[config.mk]
export PLATFORM = sky130hd
export DESIGN_NAME = fft_writeback_unit
export DESIGN_NICKNAME = d
export VERILOG_FILES = /design/src/rtl/fft_writeback_unit.sv
export SDC_FILE = /design/constraint.sdc
export NUM_CORES = 1
export LEC_CHECK = 0
export CAP_MARGIN = 25
export CELL_PAD_IN_SITES_DETAIL_PLACEMENT = 0
export CELL_PAD_IN_SITES_GLOBAL_PLACEMENT = 1
export CORE_UTILIZATION = 39
export CTS_BUF_LIST = sky130_fd_sc_hd__clkbuf_8
export CTS_CLUSTER_SIZE = 16
export DETAILED_ROUTE_END_ITERATION = 7
export PLACE_DENSITY = 0.82
export REMOVE_ABC_BUFFERS = 1
export SKIP_LAST_GASP = 1
export SYNTH_ARGS = -nofsm -noshare
export SYNTH_HDL_FRONTEND = slang
export SYNTH_SLANG_ARGS = --single-unit
[constraint.sdc]
create_clock -name clk -period 1.9 [get_ports clk]
set_input_delay 0.19 -clock clk [delete_from_list [all_inputs] [get_ports clk]]
set_output_delay 0.19 -clock clk [all_outputs]
set_load 0.05 [all_outputs]
[src/rtl/fft_writeback_unit.sv]
// FFT write-back unit: buffers the write-address pair of every sample pair issued to the
// butterfly unit, rejoins it with the butterfly results in issue order, and drives the
// in-place RAM write port. It also tracks pairs and stages so the sequencer can see when
// a stage and the whole transform are complete.
module fft_writeback_unit #(
    parameter int unsigned N             = 32,
    parameter int unsigned word_size     = 16,
    parameter int unsigned fifo_depth    = 8,
    parameter int unsigned address_width = $clog2(N),
    parameter int unsigned stage_width   = $clog2($clog2(N)),
    parameter int unsigned pair_id_width = $clog2(N / 2)
) (
    input  logic                     clk,
    input  logic                     reset,
    input  logic                     i_start,
    input  logic                     i_addr_valid,
    input  logic [address_width-1:0] i_wr_address1,
    input  logic [address_width-1:0] i_wr_address2,
    output logic                     o_addr_ready,
    input  logic                     i_BPU_valid,
    input  logic [2*word_size-1:0]   i_BPU_result1,
    input  logic [2*word_size-1:0]   i_BPU_result2,
    output logic                     o_RAM_we,
    output logic [address_width-1:0] o_RAM_wr_address1,
    output logic [address_width-1:0] o_RAM_wr_address2,
    output logic [2*word_size-1:0]   o_RAM_wr_data1,
    output logic [2*word_size-1:0]   o_RAM_wr_data2,
    output logic [stage_width-1:0]   o_stage,
    output logic                     o_stage_done,
    output logic                     o_fft_done,
    output logic                     o_error
);

    localparam int unsigned PtrW  = $clog2(fifo_depth);
    localparam int unsigned CntW  = PtrW + 1;
    localparam int unsigned DataW = 2 * word_size;

    localparam logic [CntW-1:0]          DepthCnt    = CntW'(fifo_depth);
    localparam logic [pair_id_width-1:0] LastPairId  = pair_id_width'(N / 2 - 1);
    localparam logic [stage_width-1:0]   LastStageId = stage_width'($clog2(N) - 1);

    typedef enum logic [0:0] {
        StIdle,
        StRun
    } state_e;

    state_e r_state;
    state_e w_state_next;

    // Address-pair FIFO storage and bookkeeping
    logic [address_width-1:0] r_fifo_addr1 [fifo_depth];
    logic [address_width-1:0] r_fifo_addr2 [fifo_depth];
    logic [PtrW-1:0]          r_wr_ptr;
    logic [PtrW-1:0]          r_rd_ptr;
    logic [CntW-1:0]          r_count;

    // Write-port and progress registers
    logic                     r_ram_we;
    logic [address_width-1:0] r_ram_addr1;
    logic [address_width-1:0] r_ram_addr2;
    logic [DataW-1:0]         r_ram_data1;
    logic [DataW-1:0]         r_ram_data2;
    logic [pair_id_width-1:0] r_pair_count;
    logic [stage_width-1:0]   r_stage;
    logic                     r_stage_done;
    logic                     r_fft_done;
    logic                     r_error;

    logic w_ready;
    logic w_push;
    logic w_pop;
    logic w_last_pair;
    logic w_last_stage;
    logic w_err;

    // Handshake decode; a pop in the same cycle frees a slot, so a push at full is still taken
    always_comb begin
        w_ready      = (r_state == StRun) && (r_count < DepthCnt);
        w_pop        = i_BPU_valid && (r_state == StRun) && (r_count != '0);
        w_push       = i_addr_valid && (w_ready || w_pop);
        w_last_pair  = w_pop && (r_pair_count == LastPairId);
        w_last_stage = w_last_pair && (r_stage == LastStageId);
        w_err        = (i_addr_valid && !w_push) || (i_BPU_valid && !w_pop);
    end

    // Next-state logic; i_start wins over completion of the final stage
    always_comb begin
        w_state_next = r_state;
        unique case (r_state)
            StIdle: begin
                if (i_start) begin
                    w_state_next = StRun;
                end
            end
            StRun: begin
                if (i_start) begin
                    w_state_next = StRun;
                end else if (w_last_stage) begin
                    w_state_next = StIdle;
                end
            end
            default: w_state_next = StIdle;
        endcase
    end

    // State register
    always_ff @(posedge clk or negedge reset) begin
        if (!reset) begin
            r_state <= StIdle;
        end else begin
            r_state <= w_state_next;
        end
    end

    // FIFO storage; a push coinciding with i_start is discarded by the pointer flush
    always_ff @(posedge clk) begin
        if (w_push) begin
            r_fifo_addr1[r_wr_ptr] <= i_wr_address1;
            r_fifo_addr2[r_wr_ptr] <= i_wr_address2;
        end
    end

    // FIFO pointers and occupancy; pointers wrap naturally modulo fifo_depth
    always_ff @(posedge clk or negedge reset) begin
        if (!reset) begin
            r_wr_ptr <= '0;
            r_rd_ptr <= '0;
            r_count  <= '0;
        end else if (i_start) begin
            r_wr_ptr <= '0;
            r_rd_ptr <= '0;
            r_count  <= '0;
        end else begin
            if (w_push) begin
                r_wr_ptr <= r_wr_ptr + 1'b1;
            end
            if (w_pop) begin
                r_rd_ptr <= r_rd_ptr + 1'b1;
            end
            case ({w_push, w_pop})
                2'b10:   r_count <= r_count + 1'b1;
                2'b01:   r_count <= r_count - 1'b1;
                default: r_count <= r_count;
            endcase
        end
    end

    // RAM write port, registered one cycle after the pop; address/data hold when idle
    always_ff @(posedge clk or negedge reset) begin
        if (!reset) begin
            r_ram_we     <= 1'b0;
            r_ram_addr1  <= '0;
            r_ram_addr2  <= '0;
            r_ram_data1  <= '0;
            r_ram_data2  <= '0;
            r_stage_done <= 1'b0;
            r_fft_done   <= 1'b0;
        end else if (i_start) begin
            r_ram_we     <= 1'b0;
            r_stage_done <= 1'b0;
            r_fft_done   <= 1'b0;
        end else begin
            r_ram_we     <= w_pop;
            r_stage_done <= w_last_pair;
            r_fft_done   <= w_last_stage;
            if (w_pop) begin
                r_ram_addr1 <= r_fifo_addr1[r_rd_ptr];
                r_ram_addr2 <= r_fifo_addr2[r_rd_ptr];
                r_ram_data1 <= i_BPU_result1;
                r_ram_data2 <= i_BPU_result2;
            end
        end
    end

    // Pair and stage progress; the stage index returns to 0 after the final stage
    always_ff @(posedge clk or negedge reset) begin
        if (!reset) begin
            r_pair_count <= '0;
            r_stage      <= '0;
        end else if (i_start) begin
            r_pair_count <= '0;
            r_stage      <= '0;
        end else if (w_pop) begin
            if (w_last_pair) begin
                r_pair_count <= '0;
                r_stage      <= w_last_stage ? '0 : r_stage + 1'b1;
            end else begin
                r_pair_count <= r_pair_count + 1'b1;
            end
        end
    end

    // Sticky protocol error, cleared by a new transform
    always_ff @(posedge clk or negedge reset) begin
        if (!reset) begin
            r_error <= 1'b0;
        end else if (i_start) begin
            r_error <= 1'b0;
        end else if (w_err) begin
            r_error <= 1'b1;
        end
    end

    assign o_addr_ready      = w_ready;
    assign o_RAM_we          = r_ram_we;
    assign o_RAM_wr_address1 = r_ram_addr1;
    assign o_RAM_wr_address2 = r_ram_addr2;
    assign o_RAM_wr_data1    = r_ram_data1;
    assign o_RAM_wr_data2    = r_ram_data2;
    assign o_stage           = r_stage;
    assign o_stage_done      = r_stage_done;
    assign o_fft_done        = r_fft_done;
    assign o_error           = r_error;

endmodule

==> results.json, run 1 <==
{
  "n_fill_cell": 1370,
  "maxCapViolCount": 0,
  "fraction_of_layout_instances_using_a_drive_strength_above_1": 0.1624,
  "synth_top_cell_by_area": "dfrtp_1",
  "avgViaCountPerCell": 4.844,
  "die-area_sq_mm": 0.01831,
  "synth.most_common_cell": "dfrtp_1",
  "power.density_mw_per_mm2": 1566,
  "synth-main-ff-cell": "dfrtp_1",
  "synth.area.top_cells": "dfrtp_1, edfxtp_1, mux2_1",
  "crit_required_ps": 2230,
  "report.power.total_mw": 14.88,
  "kind_of_cell_adding_the_most_delay_to_the_critical_path": "simple AND/OR/NAND/NOR gates",
  "drt_pre_antenna_iters": 5,
  "clock_tree.htree_level_count": 4,
  "place.port_buffers": 160,
  "ff2ff_setup_slack_ps": 10,
  "final-hold-violation-count": 0,
  "timing.slew.headroom": 0.6321,
  "cts.reportedPaths.clkPinSlew_ps": 90,
  "floorplan.core_area_sq_mm": 0.01730,
  "rsz0062_at_grt": "yes",
  "die-width_microns": 135.3,
  "path_cells": "nor4_4 > nor2_2 > ha_1 > a21o_1 > a21oi_2 > nor3b_2 > nor4_2",
  "global_route.overflow_total": 0,
  "synth_instances": 408,
  "critical-path-slowest-cell": "dfrtp_2",
  "drt_first_iter_violations": 163,
  "numClockSinks": 176,
  "layout_setup_ws_ps": 13.25,
  "number_of_warnings_printed_during_yosys_synthesis": 0,
  "hold_path_class": "in2async",
  "synth_area_sq_mm": 0.006930,
  "floorplan.die.height_microns": 135.3,
  "timing_limited_maximum_frequency_mhz": 530.0,
  "diodes": 0,
  "dp_hpwl_microns": 10040,
  "cts_tree": "built",
  "first_global_vias": 4294,
  "kind_of_end_point_of_the_critical_path": "flip-flop",
  "ctsLongestPathBuffers": 2,
  "status": "complete, no violations",
  "synth.ff_latch_count": 176,
  "tightestPinTransition_ps": 551.0,
  "post-place-cells": 811,
  "worstReg2RegEnd": "r_count[3]",
  "grt_antenna_before_repair": 0,
  "critical_path.max_fanout": 3,
  "async_flop_share": 0.5455,
  "routed_wire_length_per_instance_microns": 16.59,
  "layout-area-overhead-vs-synth_pct": 37.10,
  "critical_path.reg2reg.startpoint": "r_count[2]",
  "synth_top_cell_area_share": 0.3466,
  "period_minus_slack_ps": 1887,
  "synth_seq_area_share": 0.6933,
  "synth.mux.area_fraction": 0.1892,
  "cts-buffers-inserted": 17,
  "io_pins": 161,
  "ff2ff_path_depth": 7,
  "count_of_unique_library_cells_instantiated_by_yosys": 42,
  "layoutNonFillerInstCount": 847,
  "synth_enable_flop_cells": 80,
  "finalCritPeriodShare": 0.9930,
  "synth_area_per_cell_sq_um": 16.99,
  "insertion_delay_ps": 450,
  "place_worst_setup_slack_ps": -172.3,
  "post_synth_fa_ha_maj_area_fraction": 0.01553,
  "finalMaxSlewViolations": 0,
  "routed_wl_microns": 14050,
  "placementRows": 48,
  "critPathKind": "reg2reg",
  "gr-usage-all-layers": 0.1641,
  "crit_path_arrival_time_ps": 2210,
  "ant_nets": 0,
  "synth_simple_gate_area_share": 0.05055,
  "post_synth_most_frequent_cells": "dfrtp_1, edfxtp_1, mux2_1",
  "layout.core_utilization": 0.5493,
  "cp_num_buf_inv": 0,
  "clock-root-buffer": "clkbuf_8",
  "dominant_combinational_cell_family_by_area_after_synthesis": "multiplexers",
  "layout.area.seq_sq_mm": 0.004806,
  "fin_skew_ps": 12.98,
  "compound_gate_fraction_of_synth_area": 0.02690,
  "start_util": 0.4007,
  "gpl.final_weighted_congestion": 0.8066,
  "worst_ir_drop_vdd_mv": 1.160,
  "synth_xor_area_frac": 0.007583,
  "multiInputGateArea_sq_mm": 0.002051,
  "grt_start_max_net_pins": 46,
  "drc": 0,
  "nets": 696,
  "grt_pass1_wl_microns": 22600,
  "worst_path_largest_cell_delay_ps": 440,
  "final.setup.tns_ps": 0,
  "final-setup-viol-count": 0,
  "leakage_nw": 3.700,
  "route.vias.total": 4103,
  "worst_setup_path_start_kind": "flip-flop"
}
flip-flops by register name (all words and copies together) (netlist names), 3 cells and up:
| signal | cells |
|---|---|
| o_RAM_wr_data2 | 32 |
| o_RAM_wr_address1 | 5 |
| r_wr_ptr | 3 |
| o_RAM_wr_address2 | 5 |
| r_count | 4 |
| o_RAM_wr_data1 | 32 |
| r_fifo_addr1 | 40 |
| r_pair_count | 4 |
| o_stage | 3 |
| r_rd_ptr | 3 |
| r_fifo_addr2 | 40 |
layout by cell type (no fill, tap or decap), types with 2 or more instances in the layout:
cell type	count
clkinv_4	2
nor2_1	29
and2_1	2
edfxtp_1	80
clkinv_1	2
o21ai_0	5
buf_4	33
ha_1	6
mux2_1	64
buf_12	7
clkinvlp_4	3
nor3_1	3
inv_6	2
nand2b_1	4
and3_1	2
inv_1	7
inv_8	3
mux4_2	20
dlymetal6s2s_1	5
clkbuf_8	17
a21oi_1	19
nand2_1	6
nand3b_1	2
dlygate4sd2_1	3
clkdlybuf4s50_1	150
xor2_1	5
nand3_1	4
dfrtp_1	95
mux2i_1	14
worst max-delay path by stage:
stage | startpoint | to | cells after the start | slack [ps]
final | r_count[2] | r_count[3] | 7 | 10
after global routing | r_count[2] | r_count[3] | 7 | -80
after CTS | r_count[1] | r_count[2] | 8 | -10
after detailed placement | i_BPU_valid | r_count[3] | 8 | -170
after global placement | i_BPU_valid | r_count[3] | 8 | -100
after floorplan | r_count[0] | o_RAM_wr_data1[0] | 3 | -2330
metal layers:
metal,GRT usage,wire [microns],up-vias
met2,0.2735,6990,118
met3,0.04602,771,15
met5,0,0,-
met1,0.2096,6160,2038
met4,0.04494,126,0
li1,-,-,1932
per-stage QoR:
stage | hold slack, ps | area [sq um]
final | 247.2 | 9502
after global routing | 261.3 | 9502
after CTS | 216.8 | 9429
after detailed placement | 175.0 | 9074
after global placement | 164.4 | 9074
after floorplan | -105.6 | 6832
kinds of logic (layout without fill, tap and decap cells):
kind of cell	Yosys count	count (layout)
XOR/XNOR	6	6
multiplexers	98	98
flip-flops	176	176
buffers and inverters	23	237
adder cells (fa/ha/maj)	8	8
AND/OR/NAND/NOR	64	64
AO/OA/AOI/OAI	33	33
repair_timing:
item	4_1_cts	5_1_grt
buffers inserted	0	3
resized for setup	4	14
pin swaps	0	6
endpoints found under the setup margin	4	15
hold buffers	1	0
endpoints found under the hold margin	31	0
power by group:
group | switching [mW] | internal [mW]
registers | 0.456 | 4.91
clock network | 1.34 | 0.919
logic | 4.45 | 2.80
total | 6.25 | 8.63
final cells by class:
cell class	instances	share of cell area
inverter	5	0.001975
timing repair buffer	200	0.2104
clock inverter	15	0.01172
sequential	176	0.5058
multi-input combinational	209	0.2158
clock buffer	17	0.02462
tap	225	0.02963
(Power assumes the default switching activity.)
==> run 2, diff against run 1 <==
- SETUP_SLACK_MARGIN: not set -> 0.3
- SLEW_MARGIN: not set -> 10
==> results.json, run 2 (synthesized netlist as in run 1, its figures left out) <==
{
  "final-setup-viol-count": 13,
  "gpl.final_weighted_congestion": 0.8066,
  "cell_area_after_placement_sq_mm": 0.009074,
  "final_common_cell": "dfrtp_1",
  "status": "complete, but fails checks",
  "clock_tree.htree_level_count": 4,
  "first_global_vias": 4567,
  "layout-area-overhead-vs-synth_pct": 50.89,
  "maxCapViolCount": 0,
  "critical-path-slowest-cell": "dfrtp_1",
  "diodes": 0,
  "violations_in_the_final_reports": "setup timing",
  "kind_of_end_point_of_the_critical_path": "flip-flop",
  "crit_required_ps": 2230,
  "io_pins": 161,
  "post-route-cell-area_sq_mm": 0.01046,
  "fin_skew_ps": 15.09,
  "path_cells": "nor4_4 > buf_4 > buf_6 > nor3_4 > buf_6 > buf_12 > clkbuf_16 > mux2_1",
  "crit_path_arrival_time_ps": 2250,
  "n_fill_cell": 1279,
  "nets": 735,
  "ant_nets": 0,
  "drt_pre_antenna_iters": 4,
  "place_worst_setup_slack_ps": -172.3,
  "ctsLongestPathBuffers": 2,
  "timing.slew.headroom": 0.6541,
  "timing_limited_maximum_frequency_mhz": 519.8,
  "global_route.overflow_total": 0,
  "grt_pass1_wl_microns": 24750,
  "die-area_sq_mm": 0.01831,
  "grt_antenna_before_repair": 0,
  "drc": 0,
  "placementRows": 48,
  "finalCritPeriodShare": 1.012,
  "ff2ff_path_depth": 8,
  "fraction_of_layout_instances_using_a_drive_strength_above_1": 0.3691,
  "floorplan.die.height_microns": 135.3,
  "grt_start_max_net_pins": 46,
  "critical_path.max_fanout": 5,
  "period_minus_slack_ps": 1924,
  "die-width_microns": 135.3,
  "rsz0062_at_grt": "yes",
  "cts.reportedPaths.clkPinSlew_ps": 90,
  "cts-buffers-inserted": 17,
  "hold_path_class": "in2async",
  "dp_hpwl_microns": 10040,
  "worst_setup_path_start_kind": "flip-flop",
  "place.port_buffers": 160,
  "power.density_mw_per_mm2": 1528,
  "critPathKind": "reg2reg",
  "numClockSinks": 176,
  "most-common-layout-cells": "dfrtp_1, edfxtp_1, clkdlybuf4s50_1",
  "drt_first_iter_violations": 178,
  "gr-usage-all-layers": 0.1811,
  "reg.largest.list": "r_fifo_addr1 x40, r_fifo_addr2 x40",
  "clock-root-buffer": "clkbuf_8",
  "route.vias.total": 4384,
  "cpMostUsedCell": "buf_6",
  "finalMaxSlewViolations": 0,
  "avgViaCountPerCell": 4.948,
  "final-hold-violation-count": 0,
  "floorplan.core_area_sq_mm": 0.01730,
  "tightestPinTransition_ps": 520.8,
  "leakage_nw": 4.200,
  "routed_wire_length_per_instance_microns": 19.16,
  "insertion_delay_ps": 450,
  "layout_setup_ws_ps": -23.67,
  "holdWs_ps": 255.4,
  "worst_ir_drop_vdd_mv": 1.095,
  "start_util": 0.4007,
  "cts_tree": "built",
  "worst_path_largest_cell_delay_ps": 410,
  "routed_wl_microns": 16980
}
run 2: path summary, 6_finish.rpt:
kind,start,endpoint,slack [ps]
worst min register to register,o_RAM_wr_data1[11],o_RAM_wr_data1[11],490
worst min-delay path,reset,o_RAM_wr_data2[20],260
worst max register to register,r_count[1],o_RAM_wr_data1[31],-20
max in group asynchronous,reset,r_state,950
worst max-delay path,r_count[1],o_RAM_wr_data1[31],-20
min in group clk,i_BPU_result1[9],o_RAM_wr_data1[9],330
run 2: area by class of cell:
type / instances / area, sq um / share of cell area
Multi-Input combinational cell: 209 / 2499 / 0.2389
Tap cell: 225 / 281.5 / 0.02692
Timing Repair Buffer: 239 / 2506 / 0.2397
Clock inverter: 15 / 111.4 / 0.01065
Clock buffer: 17 / 234.0 / 0.02237
Inverter: 5 / 18.77 / 0.001795
Sequential cell: 176 / 4807 / 0.4597
run 2: what timing repair did:
action / CTS / global route
setup endpoints to repair: 249 / 209
gates resized for setup: 199 / 123
hold buffers: 1 / 0
buffers inserted: 18 / 6
gates cloned: 10 / 8
endpoints found under the hold margin: 31 / 0
pin swaps: 20 / 20
run 2: worst max-delay path, delay by kind of cell, from the launching register on:
family | cells | cell delay [ps]
buf+inv | 5 | 710
flops | 1 | 410
simple gates | 2 | 370
mux | 1 | 310
run 2: metrics by stage:
step           setup TNS [ps]  power [mW]  utilization  cells
6_report               -121.8       15.98       0.6046    886
5_1_grt                 -3372       16.70       0.6046    886
4_1_cts                     0       15.13       0.5766    872
3_5_place_dp            -1125       12.69       0.5246    811
3_3_place_gp           -104.9       12.55       0.5246    811
2_1_floorplan         -175610       9.963            -    390
run 2: routing by layer:
layer	vias up	global-route usage	part of all wire
met1	2206	0.2264	0.42
met2	143	0.3057	0.51
met3	21	0.04789	0.058
met4	0	0.05868	0.014
met5	-	0	0
li1	2014	-	-
run 2: report_power, final:
group,total [mW],switching [mW],internal (mW)
sequential,5.47,0.558,4.91
combinational,8.23,4.86,3.37
clock,2.28,1.36,0.919
